==> src/rtl/smg_scan_ctrl.sv <==
// -----------------------------------------------------------------------------
// smg_scan_ctrl
//
// Time-multiplexed scan controller for a 4-digit common-anode seven-segment
// display. It rotates the digit select and presents the matching 4-bit digit
// code to the downstream segment/digit decoder.
//
// Each digit slot is DIV_CNT cycles long. Its first BLANK_CYC cycles force the
// code to 4'hF so the previous digit cannot ghost onto the next one. A new
// 16-bit value is taken in through a request/acknowledge handshake and is
// committed only at a frame boundary, so one frame never mixes old and new
// digits.
//
// Optional feature:
//   SMG_LZB_EN  - leading-zero blanking. Digits 1..3 are blanked while they and
//                 every higher digit are zero. Digit 0 is always shown.
//
// Parameters:
//   DIV_CNT    clock cycles per digit slot (>= 4)
//   BLANK_CYC  blank cycles at the start of each slot (1 .. DIV_CNT-2)
//
// Ports:
//   clk         system clock, rising edge
//   rst         synchronous active-high reset
//   en          scan enable; low blanks the display and parks the scan
//   upd_req     single-cycle request to load upd_data
//   upd_data    new display value, nibble i goes to digit i
//   upd_ack     one-cycle pulse when a value reaches the display register
//   sel         digit index 0..3 (0 = rightmost)
//   key         digit code to the decoder, 4'hF = blank
//   frame_done  one-cycle pulse marking the end of the digit-3 slot
// -----------------------------------------------------------------------------
module smg_scan_ctrl #(
    parameter int DIV_CNT   = 50000,
    parameter int BLANK_CYC = 500
) (
    input  logic        clk,
    input  logic        rst,
    input  logic        en,
    input  logic        upd_req,
    input  logic [15:0] upd_data,
    output logic        upd_ack,
    output logic [1:0]  sel,
    output logic [3:0]  key,
    output logic        frame_done
);

    localparam int            CW        = (DIV_CNT > 1) ? $clog2(DIV_CNT) : 1;
    localparam logic [CW-1:0] DIV_LAST  = CW'(DIV_CNT - 1);
    localparam logic [CW-1:0] BLANK_END = CW'(BLANK_CYC);
    localparam logic [CW-1:0] DIV_ONE   = CW'(1);
    localparam logic [3:0]    KEY_BLANK = 4'hF;

    logic [CW-1:0] div_cnt;
    logic [15:0]   disp_reg;
    logic [15:0]   pend_reg;
    logic          pend_vld;

    logic [CW-1:0] div_nx;
    logic [1:0]    sel_nx;
    logic [15:0]   disp_nx;
    logic [15:0]   pend_nx;
    logic          pend_vld_nx;
    logic          ack_nx;
    logic          slot_end;
    logic          boundary;
    logic [3:0]    nibble;
    logic [3:0]    lead_zero;
    logic [3:0]    key_nx;

    // Next-state of the scan position and of the display/pending registers.
    // NOTE: every signal assigned in an always_comb gets a default first, so
    // no path through the block can leave it unassigned and infer a latch.
    always_comb begin
        slot_end    = (div_cnt == DIV_LAST);
        boundary    = en && slot_end && (sel == 2'd3);

        div_nx      = div_cnt;
        sel_nx      = sel;
        disp_nx     = disp_reg;
        pend_nx     = pend_reg;
        pend_vld_nx = pend_vld;
        ack_nx      = 1'b0;

        if (!en) begin
            div_nx = '0;
            sel_nx = 2'd0;
        end else if (slot_end) begin
            div_nx = '0;
            sel_nx = sel + 2'd1;
        end else begin
            div_nx = div_cnt + DIV_ONE;
        end

        // A waiting value is committed as the frame wraps.
        if (boundary && pend_vld) begin
            disp_nx     = pend_reg;
            pend_vld_nx = 1'b0;
            ack_nx      = 1'b1;
        end

        // A request on the boundary itself, or while the scan is parked, has
        // no frame to tear, so it goes straight to the display register and
        // supersedes anything pending. Otherwise it waits; last request wins.
        if (upd_req) begin
            if (!en || boundary) begin
                disp_nx     = upd_data;
                pend_vld_nx = 1'b0;
                ack_nx      = 1'b1;
            end else begin
                pend_nx     = upd_data;
                pend_vld_nx = 1'b1;
            end
        end
    end

    // The digit code is computed from the next scan position and next display
    // value, so the registered key always belongs to the registered sel.
    always_comb begin
        nibble = disp_nx[3:0];
        case (sel_nx)
            2'd0:    nibble = disp_nx[3:0];
            2'd1:    nibble = disp_nx[7:4];
            2'd2:    nibble = disp_nx[11:8];
            default: nibble = disp_nx[15:12];
        endcase

        // lead_zero[i]: nibble i and all higher nibbles are zero.
        // Digit 0 never qualifies, so a zero value still shows one "0".
        lead_zero[3] = (disp_nx[15:12] == 4'h0);
        lead_zero[2] = lead_zero[3] && (disp_nx[11:8] == 4'h0);
        lead_zero[1] = lead_zero[2] && (disp_nx[7:4] == 4'h0);
        lead_zero[0] = 1'b0;

        key_nx = KEY_BLANK;
        if (en && (div_nx >= BLANK_END)) begin
`ifdef SMG_LZB_EN
            key_nx = lead_zero[sel_nx] ? KEY_BLANK : nibble;
`else
            key_nx = nibble;
`endif
        end
    end

    // NOTE: sequential state uses non-blocking assignments only, so every
    // register samples the pre-edge values regardless of statement order.
    always_ff @(posedge clk) begin
        if (rst) begin
            div_cnt    <= '0;
            sel        <= 2'd0;
            key        <= KEY_BLANK;
            disp_reg   <= 16'h0000;
            pend_vld   <= 1'b0;
            upd_ack    <= 1'b0;
            frame_done <= 1'b0;
        end else begin
            div_cnt    <= div_nx;
            sel        <= sel_nx;
            key        <= key_nx;
            disp_reg   <= disp_nx;
            pend_vld   <= pend_vld_nx;
            upd_ack    <= ack_nx;
            frame_done <= boundary;
        end
    end

    // NOTE: the pending data word carries no reset; it is only ever read while
    // pend_vld is set, and pend_vld is reset.
    always_ff @(posedge clk) begin
        pend_reg <= pend_nx;
    end

endmodule

==> config.mk <==
export PLATFORM = sky130hd
export DESIGN_NAME = smg_scan_ctrl
export DESIGN_NICKNAME = d
export VERILOG_FILES = /design/src/rtl/smg_scan_ctrl.sv
export SDC_FILE = /design/constraint.sdc
export NUM_CORES = 1
export LEC_CHECK = 0
export CORE_MARGIN = 2
export CORE_UTILIZATION = 45
export DETAILED_ROUTE_END_ITERATION = 7
export HOLD_SLACK_MARGIN = 0.08
export PLACE_DENSITY = 0.68
export SLEW_MARGIN = 15
export SYNTH_ARGS = -nofsm -noshare
export SYNTH_HDL_FRONTEND = slang
export SYNTH_SLANG_ARGS = --single-unit
==> constraint.sdc <==
create_clock -name clk -period 2.5 [get_ports clk]
set_input_delay 0.5 -clock clk [delete_from_list [all_inputs] [get_ports clk]]
set_output_delay 0.5 -clock clk [all_outputs]
set_load 0.01 [all_outputs]
# Word-level counts from Yosys, hierarchy flattened
# Cells that the tools add are included.
# word_totals
ff_bits	57
output_inout_bits	8
# op_classes
addsub	2
order_cmp	1
eq_ne	4
mux	14
bitwise	2
n_reduce_logical	10
# ops
op	count
two-way mux 16 bit	5
adder 16 x 1 -> 16 bit, second input constant	1
== test 16 bit, second input constant	1
>= comparator 16 x 9 -> 1 bit, second input constant	1
case mux 4 bit (3 select lines)	1
two-way mux 1 bit	6
== test 2 bit, second input constant	2
logical AND 1 bit	4
two-way mux 2 bit	2
adder 2 x 1 -> 2 bit, second input constant	1
== test 2 x 1 -> 1 bit, second input constant	1
logical NOT 2 bit	1
NOT 1 bit	2
AND reduction 2 bit	1
nonzero test 2 bit	1
OR reduction 2 bit	1
logical NOT 1 bit	1
logical OR 1 bit	1

# Depth between registers and ports, before layout
# depth
word_depth	8
mapped_depth	9

# Worst setup path before layout
# No wires, ideal clock.
# synth_timing
path_kind	register to register
startpoint	reg div_cnt[7]
endpoint	reg key[2]
t_arrival_ps	2478
required_ps	2376
slack_ps	-103
stages_incl_launch_ff	10
n_path_buf	3
cell_sequence	dfxtp_1 -> buf_6 -> or4b_4 -> or4_4 -> buf_6 -> xnor2_2 -> and2_1 -> buf_6 -> mux2i_1 -> a2111o_1
# synth_between
elab_chain_len	8
elab_cells_between_ends	21
classes_between	add/sub (1); order compare (1); eq/ne (3); mux (8); bitwise (1); reduce/logical (7)
# synth_rtl
element	line	rtl
start, declared	54	logic [CW-1:0] div_cnt;
start signal, assigned	157	div_cnt <= div_nx;
parallel branches: the longest is 8 deep, another holds adder 16 x 1 -> 16 bit	n/a	
end signal, assigned	159	key <= key_nx;
end, declared	44	output logic [3:0] key,
# Parallel ways; which one is timed is not known.
# A chain may end at the register's enable or synchronous reset.

# Worst setup path after layout
# layout_timing
startpoint	reg div_cnt[7]
endpoint	reg key[3]
# Same word-level chain as after synthesis.

==> key figures <==
Floorplanning
  • Die Y: 84.8 µm
  • Die Span X: 84.8 µm
  • Die area: 7190 µm²
  • Boundary Pins: 28
  • Site Rows: 29
  • Initial Util: 46.3%
  • Core Region: 6350 µm²

Route
  • Detailed Route WL: 6780 µm
  • Vias per std cell: 5.59
  • Vias post-DR: 2438
  • Remaining DRCs: 0
  • Wire per inst: 15.6 µm
  • Post-DRT Antenna Nets: 0
  • Initial drt markers: 115
  • Total iterations of the first detailed-routing run: 4

CTS
  • H-tree depth: 3
  • CTS Hold Bufs: 0
  • Clk pin slew, worst setup/hold paths: 60 ps
  • Max clock buf depth: 2
  • CTS tree: yes
  • Clk sinks: 57
  • Clk_lat worst skew: 340 ps
  • Total CTS buffers: 9
  • Root buffer cell: clkbuf_8

Job
  • Maxcap violations: 0

Layout
  • Fraction of layout cells with a size suffix above 1: 17.0%
  • Final nets: 376
  • Area Overhead vs Synth: 26.4%
  • FILL cells: 544
  • Antenna cells: 0
  • Most frequent cells in the layout: dfxtp_1 (39), nor2_1 (32), buf_4 (31)
  • Multi-input gate area: 1530 µm²
  • Sequential Area: 1300 µm²
  • Commonest non-fill, non-tap cell in the layout: dfxtp_1

Min path
  • HP Start: div_cnt[0]$_SDFF_PP0_
  • Type of the most critical hold path: flop to flop

Worst setup path
  • Worst setup SP type: flop
  • Buf/Inv on CP: 1
  • CP Data Arrival Time: 2610 ps
  • Kind of critical path: flop to flop
  • Crit path max-delay cell type: or4b_4
  • Largest delay share family, worst path: simple AND/OR/NAND/NOR gates
  • CP max stage delay: 540 ps
  • Crit path max fanout: 6
  • Crit path launch: div_cnt[7]$_SDFF_PP0_
  • Reg2Reg Launch Point: div_cnt[7]$_SDFF_PP0_
  • Crit path cell chain: or4b_4, or4_4, buf_4, xnor2_2, and2_2, mux2i_1, a2111o_1
  • Worst EP required: 2720 ps
  • Crit end category: flop

Global routing
  • Tot GR Track Use: 20.1%
  • Met1 global-route usage: 25.7%
  • GRT Max-Usage Layer: met2
  • Gr ovfl total: 0
  • Global-route wire length before repair: 11500 µm
  • Largest net degree at the start of global routing: 20
  • Vias in the first global route: 2456
  • Initial antenna violation count: 0
  • Met2 Track Usage GR: 33.7%
  • M3 GR Usage: 4.96%

Placement
  • Placer Congestion: 0.852
  • Hpwl dp: 4970 µm
  • Port bufs: 27

Power
  • Final Power: 2.20 mW
  • Peak VDD IR: 0.359 mV
  • Pleak: 1.32 nW
  • Cell Pwr Density: 593 nW/µm²

Logic synthesis
  • Share of the synthesized area in the top cell type: 27.9%
  • Top_reg_cell synth: dfxtp_1
  • Synth cell types: 53
  • Post-synthesis sequential area ratio: 44.3%
  • Syn_nets: 327
  • Cell count after synthesis: 305
  • Post-synth top area cell: dfxtp_1
  • Cell area after synthesis: 2940 µm²
  • Synth Area per Inst: 9.64 µm²
  • #FFs+latches synth: 57
  • FFs w/ async S/R, synth: 0%
  • Post-synth EDFFs: 16
  • YS warnings: 0
  • Top post-synthesis cells by area: dfxtp_1 (28%), edfxtp_1 (16%), mux2i_1 (4.8%)

STA
  • Hold Violations, Final: 0
  • Final setup fails: 0
  • Measured slew at the worst slew-check pin: 455 ps
  • Max Clock Freq: 418 MHz
  • Skew final: 15.4 ps
  • Max_slew headroom: 69.4%
  • Total negative setup slack: 0 ps
  • RSZ-0062 raised after global routing: false
  • Slew Limit Fails: 0
  • Crit share post-route: 95.7%
  • Tmin final: 2390 ps

Outcome
  • Status: complete, no violations
==> metal layers <==
metal  part of all wire, %  vias up  routed length (µm)
li1                      -     1234                   -
met1                    46     1144                3120
met2                    48       51                3290
met3                   4.1        9                 276
met4                   1.5        0                 102
met5                     0        -                   0
==> worst register-to-register path: cells and delay by family (launching register included) <==
| kind | cells | cell delay, ps |
|---|---|---|
| AO/OA/AOI/OAI | 1 | 350 |
| XOR/XNOR | 1 | 120 |
| buffers and inverters | 1 | 160 |
| flip-flops | 1 | 320 |
| multiplexers | 1 | 130 |
| AND/OR/NAND/NOR | 3 | 1210 |
==> report_power, final <==
part / internal [mW] / switching [mW]
clock: 0.657 / 0.365
sequential: 0.983 / 0.0159
combinational: 0.0920 / 0.0874
==> what timing repair did <==
item / in CTS / in global routing
buffers inserted: 0 / 2
setup endpoints to repair: 0 / 4
gates resized for setup: 0 / 7
==> metrics by stage <==
stage	util, %	worst slack [ps]	hold WS [ps]	cells	cell area (µm²)
after floorplan	-	-66.6	434	305	2950
final	58.5	107	484	436	3710
after global placement	54.2	57.4	447	418	3440
after global routing	58.5	0.295	512	436	3710
after detailed placement	54.2	37.5	477	418	3440
after CTS	57.9	20.2	493	434	3670
==> Yosys cell counts (5+ instances only) <==
cell type / instances
a211oi_1: 9
and2_1: 7
nor2_1: 32
nand2_1: 11
mux2i_1: 14
edfxtp_1: 16
nor2b_1: 9
nand3_1: 12
nor3_1: 14
a21oi_1: 10
xnor2_1: 10
a211o_1: 10
dfxtp_1: 41
inv_1: 5
clkbuf_1: 16
nor3b_1: 12
==> cells by family after synthesis <==
| kind of cell | Yosys count | share of synthesized area (%) |
|---|---|---|
| adder cells (fa/ha/maj) | 2 | 0.851 |
| buffers and inverters | 27 | 4.26 |
| XOR/XNOR | 15 | 4.73 |
| multiplexers | 17 | 5.92 |
| AO/OA/AOI/OAI | 55 | 13.8 |
| AND/OR/NAND/NOR | 132 | 26.2 |
| flip-flops | 57 | 44.3 |
==> worst paths after layout <==
kind	endpoint	slack (ps)	cells past startpoint
worst min register to register	div_cnt[0]$_SDFF_PP0_	480	1
worst max-delay path	key[3]$_SDFF_PP1_	110	7
worst max register to register	key[3]$_SDFF_PP1_	110	7
worst min-delay path	div_cnt[0]$_SDFF_PP0_	480	1
==> cell type report <==
class / count / share of cell area [%]
inverter: 6 / 0.606
clock inverter: 6 / 2.86
sequential: 57 / 35.1
multi-input combinational: 221 / 41.3
clock buffer: 10 / 3.44
tap: 77 / 2.59
timing repair buffer: 59 / 14.1
No activity file was read; power rests on OpenSTA's default activity.
